===== src/rtl/sevenseg_scan_controller.sv =====
// sevenseg_scan_controller: time-multiplexed scan of a common-anode
// seven-segment display through one shared hex decoder.
//
// Ports:
//   Clock     system clock, rising edge
//   nReset    async active-low reset
//   Value     packed hex value, digit k = Value[4k+3:4k], digit 0 rightmost
//   Load      one-cycle capture request for Value
//   DigitEn   per-digit enable, 0 keeps that anode off
//   HexVal    registered nibble to the shared decoder
//   Anode     registered active-low anode drive
//   Pending   a captured value waits for the frame boundary
//   FrameDone one-cycle pulse in the last DRIVE cycle of the last digit
//
// Optional: define LEADING_ZERO_BLANK_EN to blank digits above the
// most-significant nonzero nibble (digit 0 always shown).

module sevenseg_scan_controller #(
  parameter int DIGITS      = 4,
  parameter int REFRESH_DIV = 100000,
  parameter int BLANK_CYC   = 2
) (
  input  logic                  Clock,
  input  logic                  nReset,
  input  logic [4*DIGITS-1:0]   Value,
  input  logic                  Load,
  input  logic [DIGITS-1:0]     DigitEn,
  output logic [3:0]            HexVal,
  output logic [DIGITS-1:0]     Anode,
  output logic                  Pending,
  output logic                  FrameDone
);

  localparam int CMAX =
    (REFRESH_DIV > BLANK_CYC) ? REFRESH_DIV : BLANK_CYC;
  localparam int CW = $clog2(CMAX + 1);
  localparam int IW = (DIGITS > 1) ? $clog2(DIGITS) : 1;

  localparam logic [CW-1:0] BLANK_LAST = CW'(BLANK_CYC - 1);
  localparam logic [CW-1:0] DRIVE_LAST = CW'(REFRESH_DIV - 1);
  localparam logic [IW-1:0] IDX_LAST   = IW'(DIGITS - 1);

  typedef enum logic {
    BLANK = 1'b0,
    DRIVE = 1'b1
  } state_t;

  state_t              state;
  state_t              state_n;
  logic [CW-1:0]       cnt;
  logic [CW-1:0]       cnt_n;
  logic [IW-1:0]       idx;
  logic [IW-1:0]       idx_n;
  logic [4*DIGITS-1:0] shadow;
  logic [4*DIGITS-1:0] shadow_n;
  logic [4*DIGITS-1:0] pend_reg;
  logic                blank_end;
  logic                drive_end;
  logic                wrap;
  logic                fd_n;
  logic [DIGITS-1:0]   keep;
  logic [DIGITS-1:0]   drv_pat;

  assign blank_end = (state == BLANK) && (cnt == BLANK_LAST);
  assign drive_end = (state == DRIVE) && (cnt == DRIVE_LAST);
  assign wrap      = drive_end && (idx == IDX_LAST);

  // Next scan position; also used to pre-decode FrameDone so the
  // pulse comes out of a flop yet lands on the wrap cycle itself.
  always_comb begin
    state_n = state;
    cnt_n   = cnt + CW'(1);
    idx_n   = idx;
    unique case (state)
      BLANK: begin
        if (blank_end) begin
          state_n = DRIVE;
          cnt_n   = '0;
        end
      end
      DRIVE: begin
        if (drive_end) begin
          state_n = BLANK;
          cnt_n   = '0;
          idx_n   = wrap ? '0 : idx + IW'(1);
        end
      end
      default: begin
        state_n = BLANK;
        cnt_n   = '0;
      end
    endcase
    fd_n = (state_n == DRIVE)
        && (cnt_n == DRIVE_LAST)
        && (idx_n == IDX_LAST);
  end

  // A Load in the wrap cycle bypasses the pending buffer.
  always_comb begin
    shadow_n = shadow;
    if (wrap) begin
      if (Load)
        shadow_n = Value;
      else if (Pending)
        shadow_n = pend_reg;
    end
  end

`ifdef LEADING_ZERO_BLANK_EN
  // keep[i] is set once any nibble at or above i is nonzero.
  always_comb begin
    logic seen;
    seen = 1'b0;
    keep = '0;
    for (int i = DIGITS - 1; i > 0; i--) begin
      seen    = seen | (|shadow[4*i +: 4]);
      keep[i] = seen;
    end
    keep[0] = 1'b1;
  end
`else
  assign keep = '1;
`endif

  always_comb begin
    drv_pat = '1;
    if (DigitEn[idx] && keep[idx])
      drv_pat[idx] = 1'b0;
  end

  always_ff @(posedge Clock or negedge nReset) begin
    if (!nReset) begin
      state     <= BLANK;
      cnt       <= '0;
      idx       <= '0;
      shadow    <= '0;
      pend_reg  <= '0;
      Pending   <= 1'b0;
      HexVal    <= 4'h0;
      Anode     <= '1;
      FrameDone <= 1'b0;
    end else begin
      state     <= state_n;
      cnt       <= cnt_n;
      idx       <= idx_n;
      shadow    <= shadow_n;
      FrameDone <= fd_n;

      if (wrap) begin
        if (Load)
          pend_reg <= Value;
        Pending <= 1'b0;
      end else if (Load) begin
        pend_reg <= Value;
        Pending  <= 1'b1;
      end

      unique case (state)
        BLANK: begin
          if (blank_end)
            Anode <= drv_pat;
        end
        DRIVE: begin
          if (drive_end) begin
            Anode  <= '1;
            HexVal <= shadow_n[4*idx_n +: 4];
          end else begin
            Anode <= drv_pat;
          end
        end
        default: Anode <= '1;
      endcase
    end
  end

endmodule


===== config.mk =====
export PLATFORM = sky130hd
export DESIGN_NAME = sevenseg_scan_controller
export DESIGN_NICKNAME = d
export VERILOG_FILES = /design/src/rtl/sevenseg_scan_controller.sv
export SDC_FILE = /design/constraint.sdc
export NUM_CORES = 1
export LEC_CHECK = 0
export BUFFER_PORTS_ARGS = -buffer_cell sky130_fd_sc_hd__buf_2
export CAP_MARGIN = 40
export CORE_ASPECT_RATIO = 0.7
export CORE_MARGIN = 5
export CORE_UTILIZATION = 40
export DETAILED_ROUTE_END_ITERATION = 10
export PLACE_DENSITY = 0.69
export SYNTH_ARGS = -nofsm -noshare
export SYNTH_HDL_FRONTEND = slang
export SYNTH_SLANG_ARGS = --single-unit

===== constraint.sdc =====
create_clock -name Clock -period 2.2 [get_ports Clock]
set_input_delay 0.44 -clock Clock [delete_from_list [all_inputs] [get_ports Clock]]
set_output_delay 0.44 -clock Clock [all_outputs]
set_load 0.03 [all_outputs]

==> reports/qor.yml, run 1 <==
setup_path:
  critPathLaunchType: "flop"
  arrival_ns: 2.35
  critPathBufInv: 1
  worstPathMaxFanout: 4
  required_ns: 2.44
  cp-end-kind: "flop"
  critPathLaunch: "cnt[1]"
  r2r_start: "cnt[1]"
  critPathMaxStageDelay_ns: 0.40
  worstSetupPathType: "reg -> reg"
  cp_slowest_cell: "dfrtp_1"
  cp_top_family: "simple AND/OR/NAND/NOR gates"
  cp_cell_sequence: "ha_4 > nand4_4 > buf_4 > or3_1 > nor3_1 > mux2i_1 > o2111a_1 > a211oi_1"
placed_design:
  port_buffers: 32
  place.gp.congestion: 0.882
  place.detailed.hpwl_um: 5080
  dp_worst_setup_slack_ns: -0.0742
  dp.cells: 422
power_and_ir_drop:
  power.density_nw_per_um2: 615
  p_sw_share_pct: 22.5
  intPower_mw: 1.80
  p_switching_mw: 0.523
  vdd_drop_max_mv: 0.282
  clock_power_share_pct: 44.5
  combPwrFrac_pct: 4.9
  power.leakage_nw: 1.65
  seqPwrFrac_pct: 50.7
sta:
  drv_slew: 0
  fin_skew_ns: 0.00893
  worst_hold_slack_ns: 0.0902
  fmax_ghz: 0.475
  period_share_pct: 95.7
  final.min_clock_period_ns: 2.11
  setup_viol: 0
  tightest_slew_ns: 0.557
  finalHoldViolations: 0
  tns_ns: 0
  final.setup.worst_slack_ns: 0.0942
  slew_headroom_pct: 62.5
route:
  wl_per_cell_um: 15.9
  drc: 0
  wirelength_um: 7000
  vias: 2326
  via_per_inst: 5.27
  ant_nets: 0
  first_pass_iters: 4
  drt_iter0_drc: 267
die:
  die_h_um: 82.6
  initial_core_util_pct: 41.2
  ioPinCount: 33
  fp.dieArea_um2: 9400
  std_cell_rows: 26
  dieWidth_um: 114
  core_um2: 7320
clock_tree:
  cts.sinks: 62
  path_clk_slew_ns: 0.07
  clk_latency_ns: 0.34
  cts_tree: "yes"
  root_buffer: "clkbuf_8"
  cts_max_level: 3
  ctsHoldBuffers: 0
  cts.path.max_buffers: 2
  cts_buffers: 9
final_layout:
  drive_above_1_share_pct: 35.6
  nNetsFinal: 367
  fin_util_pct: 51.6
  largest_reg_flops: 17
  antennaDiodeCount: 0
  final_common_cell: "dfrtp_1"
  register_area_um2: 1560
  multiInputGateArea_um2: 1430
  layout.cells.non_filler: 441
  fillers: 702
  mostFrequentLayoutCells: "58 x dfrtp_1, 32 x buf_2, 32 x buf_4"
  area_growth_pct: 25.4
synthesis:
  yosysWarnings: 0
  syn_area_per_cell_um2: 11.0
  synth-edff-count: 0
  ys_types: 47
  synth_area_um2: 3010
  async_reset_ff_share_pct: 100
  syn_inst: 274
  synth_seq_cells: 62
  synth_nets: 303
  synth_ff_type: "dfrtp_1"
  yosysSeqAreaShare_pct: 51.6
grt:
  grt_max_degree: 63
  overflow: 0
  grt_pass1_vias: 2310
  grt_util_all_layers_pct: 16.4
  grt_pass1_wl_um: 11700
  antenna_found_initial: 0
min_path:
  worstHoldPathType: "in -> async"
job:
  drv_cap: 0
run_status:
  status: "complete, no violations"
==> synth_stat cells, drive strengths merged, types with 2 or more instances <==
library cell | count | area share [%]
dfrtp | 58 | 48
mux2 | 24 | 9.0
nand2 | 22 | 2.7
nor2 | 21 | 2.6
o21ai | 15 | 2.5
inv | 12 | 1.5
nand3 | 11 | 1.8
mux2i | 10 | 3.3
nor3 | 10 | 1.7
xor2 | 9 | 2.6
clkbuf | 8 | 1.0
a21oi | 7 | 1.2
ha | 6 | 2.5
nor4 | 6 | 2.2
xnor2 | 6 | 1.7
a211oi | 4 | 1.0
buf | 4 | 0.83
dfstp | 4 | 3.5
and2 | 3 | 0.62
and3 | 3 | 0.62
and4 | 3 | 0.87
nand4 | 3 | 0.83
a2111oi | 2 | 0.58
nor2b | 2 | 0.42
o2111a | 2 | 0.75
o2111ai | 2 | 0.58
o21a | 2 | 0.50
or4 | 2 | 0.50
==> final timing paths <==
kind	depth (start not counted)	slack, ns	endpoint
hold / removal	2	0.09	cnt[11]
min in group Clock	2	0.35	pend_reg[13]
setup reg to reg	8	0.09	HexVal[1]
hold reg to reg	2	0.49	shadow[8]
setup / recovery	8	0.09	HexVal[1]
max in group asynchronous	2	1.78	Anode[2]
==> per-layer routing <==
metal	GRT usage, %	share of wire (%)	wire length, um	vias to the layer above
li1	-	-	-	1102
met1	23.9	48	3350	1139
met2	22.8	43	3000	81
met3	5.68	8.1	569	4
met4	4.68	1.0	71	0
met5	0	0	0	-
==> cells by family after synthesis <==
family                     Yosys count  share of synthesized area [%]
AOI/OAI and AO/OA                   41                           9.01
muxes                               35                           13.0
DFF                                 62                           51.6
xor gates and xnor gates            15                           4.36
and+or+nand+nor                     91                           16.1
buffers and inverters               24                           3.32
adders and majority gates            6                           2.49
==> cell type report <==
class                   count  area share, %
clock inverters             5           1.52
well taps                  98           3.24
repair buffers             65           11.1
inverters                  12           1.19
multi-input cells         188           37.7
flip-flops and latches     62           41.2
clock buffers              11           4.01
==> worst register-to-register path, delay by kind of cell, from the launching register on <==
family / cells / cell delay [ns]
DFF: 1 / 0.40
AOI/OAI and AO/OA: 2 / 0.47
muxes: 1 / 0.10
and+or+nand+nor: 3 / 0.71
adders and majority gates: 1 / 0.17
buffers and inverters: 1 / 0.17
==> metrics by stage <==
step,power [mW],area [um2]
6_report,2.33,3780
5_1_grt,2.43,3780
4_1_cts,2.36,3700
3_5_place_dp,1.32,3480
3_3_place_gp,1.31,3480
2_1_floorplan,1.25,3020
==> power groups by stage <==
stage / Sequential (mW) / Combinational, mW / Clock, mW
after floorplan: 1.20 / 0.0520 / 0
after global placement: 1.20 / 0.113 / 0
after detailed placement: 1.20 / 0.116 / 0
after CTS: 1.18 / 0.117 / 1.06
after global routing: 1.18 / 0.129 / 1.12
final: 1.18 / 0.113 / 1.03
==> repair_timing <==
item / in CTS / in global routing
setup buffers: 0 / 3
gates resized for setup: 3 / 10
pin swaps: 0 / 4
gates cloned: 0 / 0
setup endpoints to repair: 5 / 5
Power figures use the tool's default switching activity.
==> run 2, diff against run 1 <==
- ABC_AREA: not set -> 1
- CORE_MARGIN: 5 -> not set
==> run 2 against run 1 <==
  * Global-route usage grew 2.8 points
  * Critical path depth grew 4
  * Cell area grew 1.1%
  * Non-clock buffer count shrank 28
  * First-iteration DRC count shrank 3.4%
  * Core utilization shrank 0.79 points
  * Die area shrank 11%
  * Sequential share of layout area shrank 0.44 points
  * Sequential cell count is the same
  * Clock skew shrank 0.0016 ns
  * Setup slack gained 0.071 ns
  * Critical path type unchanged
  * Critical endpoint is now HexVal[2]
  * Largest power group is now the clock network
  * Highest routed layer unchanged
==> reports/qor.yml, run 2 <==
die:
  std_cell_rows: 26
  initial_core_util_pct: 42.7
  ioPinCount: 33
  fp.dieArea_um2: 8390
  die_h_um: 77.0
  core_um2: 7510
  dieWidth_um: 109
setup_path:
  critPathLaunchType: "flop"
  r2r_start: "cnt[0]"
  critical_path.most_common_cell: "nand2_1"
  worstSetupPathType: "reg -> reg"
  cp_slowest_cell: "dfrtp_1"
  arrival_ns: 2.25
  r2r_slack_ns: 0.17
  r2r_end: "HexVal[2]"
  reg2reg_depth: 12
  required_ns: 2.42
  cp_cell_sequence: "ha_2 > nand2_2 > nor2_4 > nand3_4 > nor2_8 > nand2_8 > nand2_1 > nand3_1 > nand3_1 > nand2_1 > nand2_1 > nand2_1"
  worstPathMaxFanout: 16
  critPathMaxStageDelay_ns: 0.41
  cp-end-kind: "flop"
sta:
  rsz0062_at_grt: "false"
  drv_slew: 0
  fin_skew_ns: 0.00732
  setup_viol: 0
  tightest_slew_ns: 0.485
  finalHoldViolations: 0
  tns_ns: 0
  slew_headroom_pct: 67.7
  period_share_pct: 92.5
  final.min_clock_period_ns: 2.03
  fmax_ghz: 0.492
  worst_hold_slack_ns: 0.0665
grt:
  grt_pass1_wl_um: 12300
  grt_pass1_vias: 2578
  antenna_found_initial: 0
  grt_util_all_layers_pct: 19.1
  grt_max_degree: 43
  overflow: 0
synthesis:
  yosysWarnings: 0
  synth-edff-count: 0
  synthAdderAreaFrac_pct: 2.34
  syn_inst: 418
  synth_compound_area_share_pct: 1.95
  synth_top_family_by_area: "simple AND/OR/NAND/NOR gates"
  synth_mux_area_share_pct: 0
  synth_ff_type: "dfrtp_1"
  syn_area_per_cell_um2: 7.68
  synth_area_leaders: "dfrtp_1 45%, nand2_1 17%, nand3_1 8.4%, nor2_1 5.7%, inv_1 4.6%"
  synth_seq_cells: 62
  synth_area_um2: 3210
  synth-xor-area-share_pct: 1.64
  synthTopCellsByCount: "143 x nand2_1, 58 x dfrtp_1, 54 x nand3_1, 49 x nor2_1, 39 x inv_1"
  synth.largest_area_cell: "dfrtp_1"
  yosysSeqAreaShare_pct: 48.5
  synth_top_area_share_pct: 45.2
  async_reset_ff_share_pct: 100
  synth_most_common_cell: "nand2_1"
  synth_simple_gate_area_share_pct: 38.7
  synth_nets: 447
  ys_types: 29
route:
  drt_iter0_drc: 258
  ant_nets: 0
  first_pass_iters: 4
  via_per_inst: 4.90
  vias: 2751
  wl_per_cell_um: 12.9
  wirelength_um: 7260
  drc: 0
final_layout:
  area_growth_pct: 19.0
  mostFrequentLayoutCells: "142 x nand2_1, 58 x dfrtp_1, 54 x nand3_1"
  drive_above_1_share_pct: 19.2
  final_common_cell: "nand2_1"
  largest_reg_flops: 17
  final_area_um2: 3820
  antennaDiodeCount: 0
  nNetsFinal: 487
placed_design:
  dpl_cell_area_um2: 3490
  place.detailed.hpwl_um: 5290
  place.gp.congestion: 0.870
  port_buffers: 32
clock_tree:
  path_clk_slew_ns: 0.05
  cts_max_level: 3
  cts.sinks: 62
  cts.path.max_buffers: 2
  cts_tree: "yes"
  root_buffer: "clkbuf_16"
  cts_buffers: 9
  clk_latency_ns: 0.33
power_and_ir_drop:
  power.leakage_nw: 2.07
  vdd_drop_max_mv: 0.454
  power.density_nw_per_um2: 702
min_path:
  worstHoldPathType: "in -> async"
run_status:
  status: "complete, no violations"
job:
  drv_cap: 0
[run 2: cell families after synthesis]
| family | after synthesis |
|---|---|
| and+or+nand+nor | 279 |
| AOI/OAI and AO/OA | 11 |
| xor gates and xnor gates | 6 |
| DFF | 62 |
| buffers and inverters | 54 |
| adders and majority gates | 6 |
[run 2: worst max-delay path by stage]
stage / startpoint / end / slack (ns) / cells after the start
after global placement: cnt[0] / HexVal[2] / 0.23 / 12
after floorplan: cnt[0] / HexVal[3] / 0.44 / 13
after global routing: cnt[0] / HexVal[2] / 0.01 / 12
after detailed placement: cnt[0] / HexVal[2] / 0.15 / 12
final: cnt[0] / HexVal[2] / 0.17 / 12
after CTS: cnt[0] / HexVal[2] / 0.10 / 12
[run 2: per-layer routing]
metal | routed length [um] | up-vias | track usage, %
met2 | 3080 | 87 | 26.2
met4 | 74 | 0 | 5.54
met5 | 0 | - | 0
li1 | - | 1386 | -
met3 | 458 | 8 | 4.93
met1 | 3650 | 1270 | 29.2
[run 2: stage by stage]
| stage | std cells | power, mW | worst slack, ns | util [%] |
|---|---|---|---|---|
| 2_1_floorplan | 418 | 1.24 | 0.435 | - |
| 3_3_place_gp | 544 | 1.29 | 0.232 | 46.4 |
| 3_5_place_dp | 544 | 1.29 | 0.149 | 46.4 |
| 4_1_cts | 560 | 2.70 | 0.103 | 50.4 |
| 5_1_grt | 561 | 2.76 | 0.0114 | 50.8 |
| 6_report | 561 | 2.68 | 0.166 | 50.8 |
[run 2: worst max-delay path: cells and delay by family, from the launching register on]
family / cells / cell delay, ns
flip-flops: 1 / 0.41
AND/OR/NAND/NOR: 11 / 1.28
adder cells (fa/ha/maj): 1 / 0.23
[run 2: what timing repair did]
item,CTS,global route
setup endpoints to repair,0,5
hold buffers,0,0
resized for setup,0,7
endpoints found under the hold margin,0,0
buffers inserted,0,1
[run 2: where the power goes]
group          internal [mW]  switching (mW)  leakage [nW]
sequential              1.17         0.00693         0.769
combinational         0.0318          0.0634          1.15
clock                  0.906           0.503         0.142
[run 2: final cells by class]
class | count | area, um2
tap | 98 | 123
timing repair buffer | 37 | 210
clock buffer | 11 | 243
multi-input combinational | 302 | 1460
sequential | 62 | 1560
inverter | 46 | 175
fill | 694 | 3690
clock inverter | 5 | 58.8
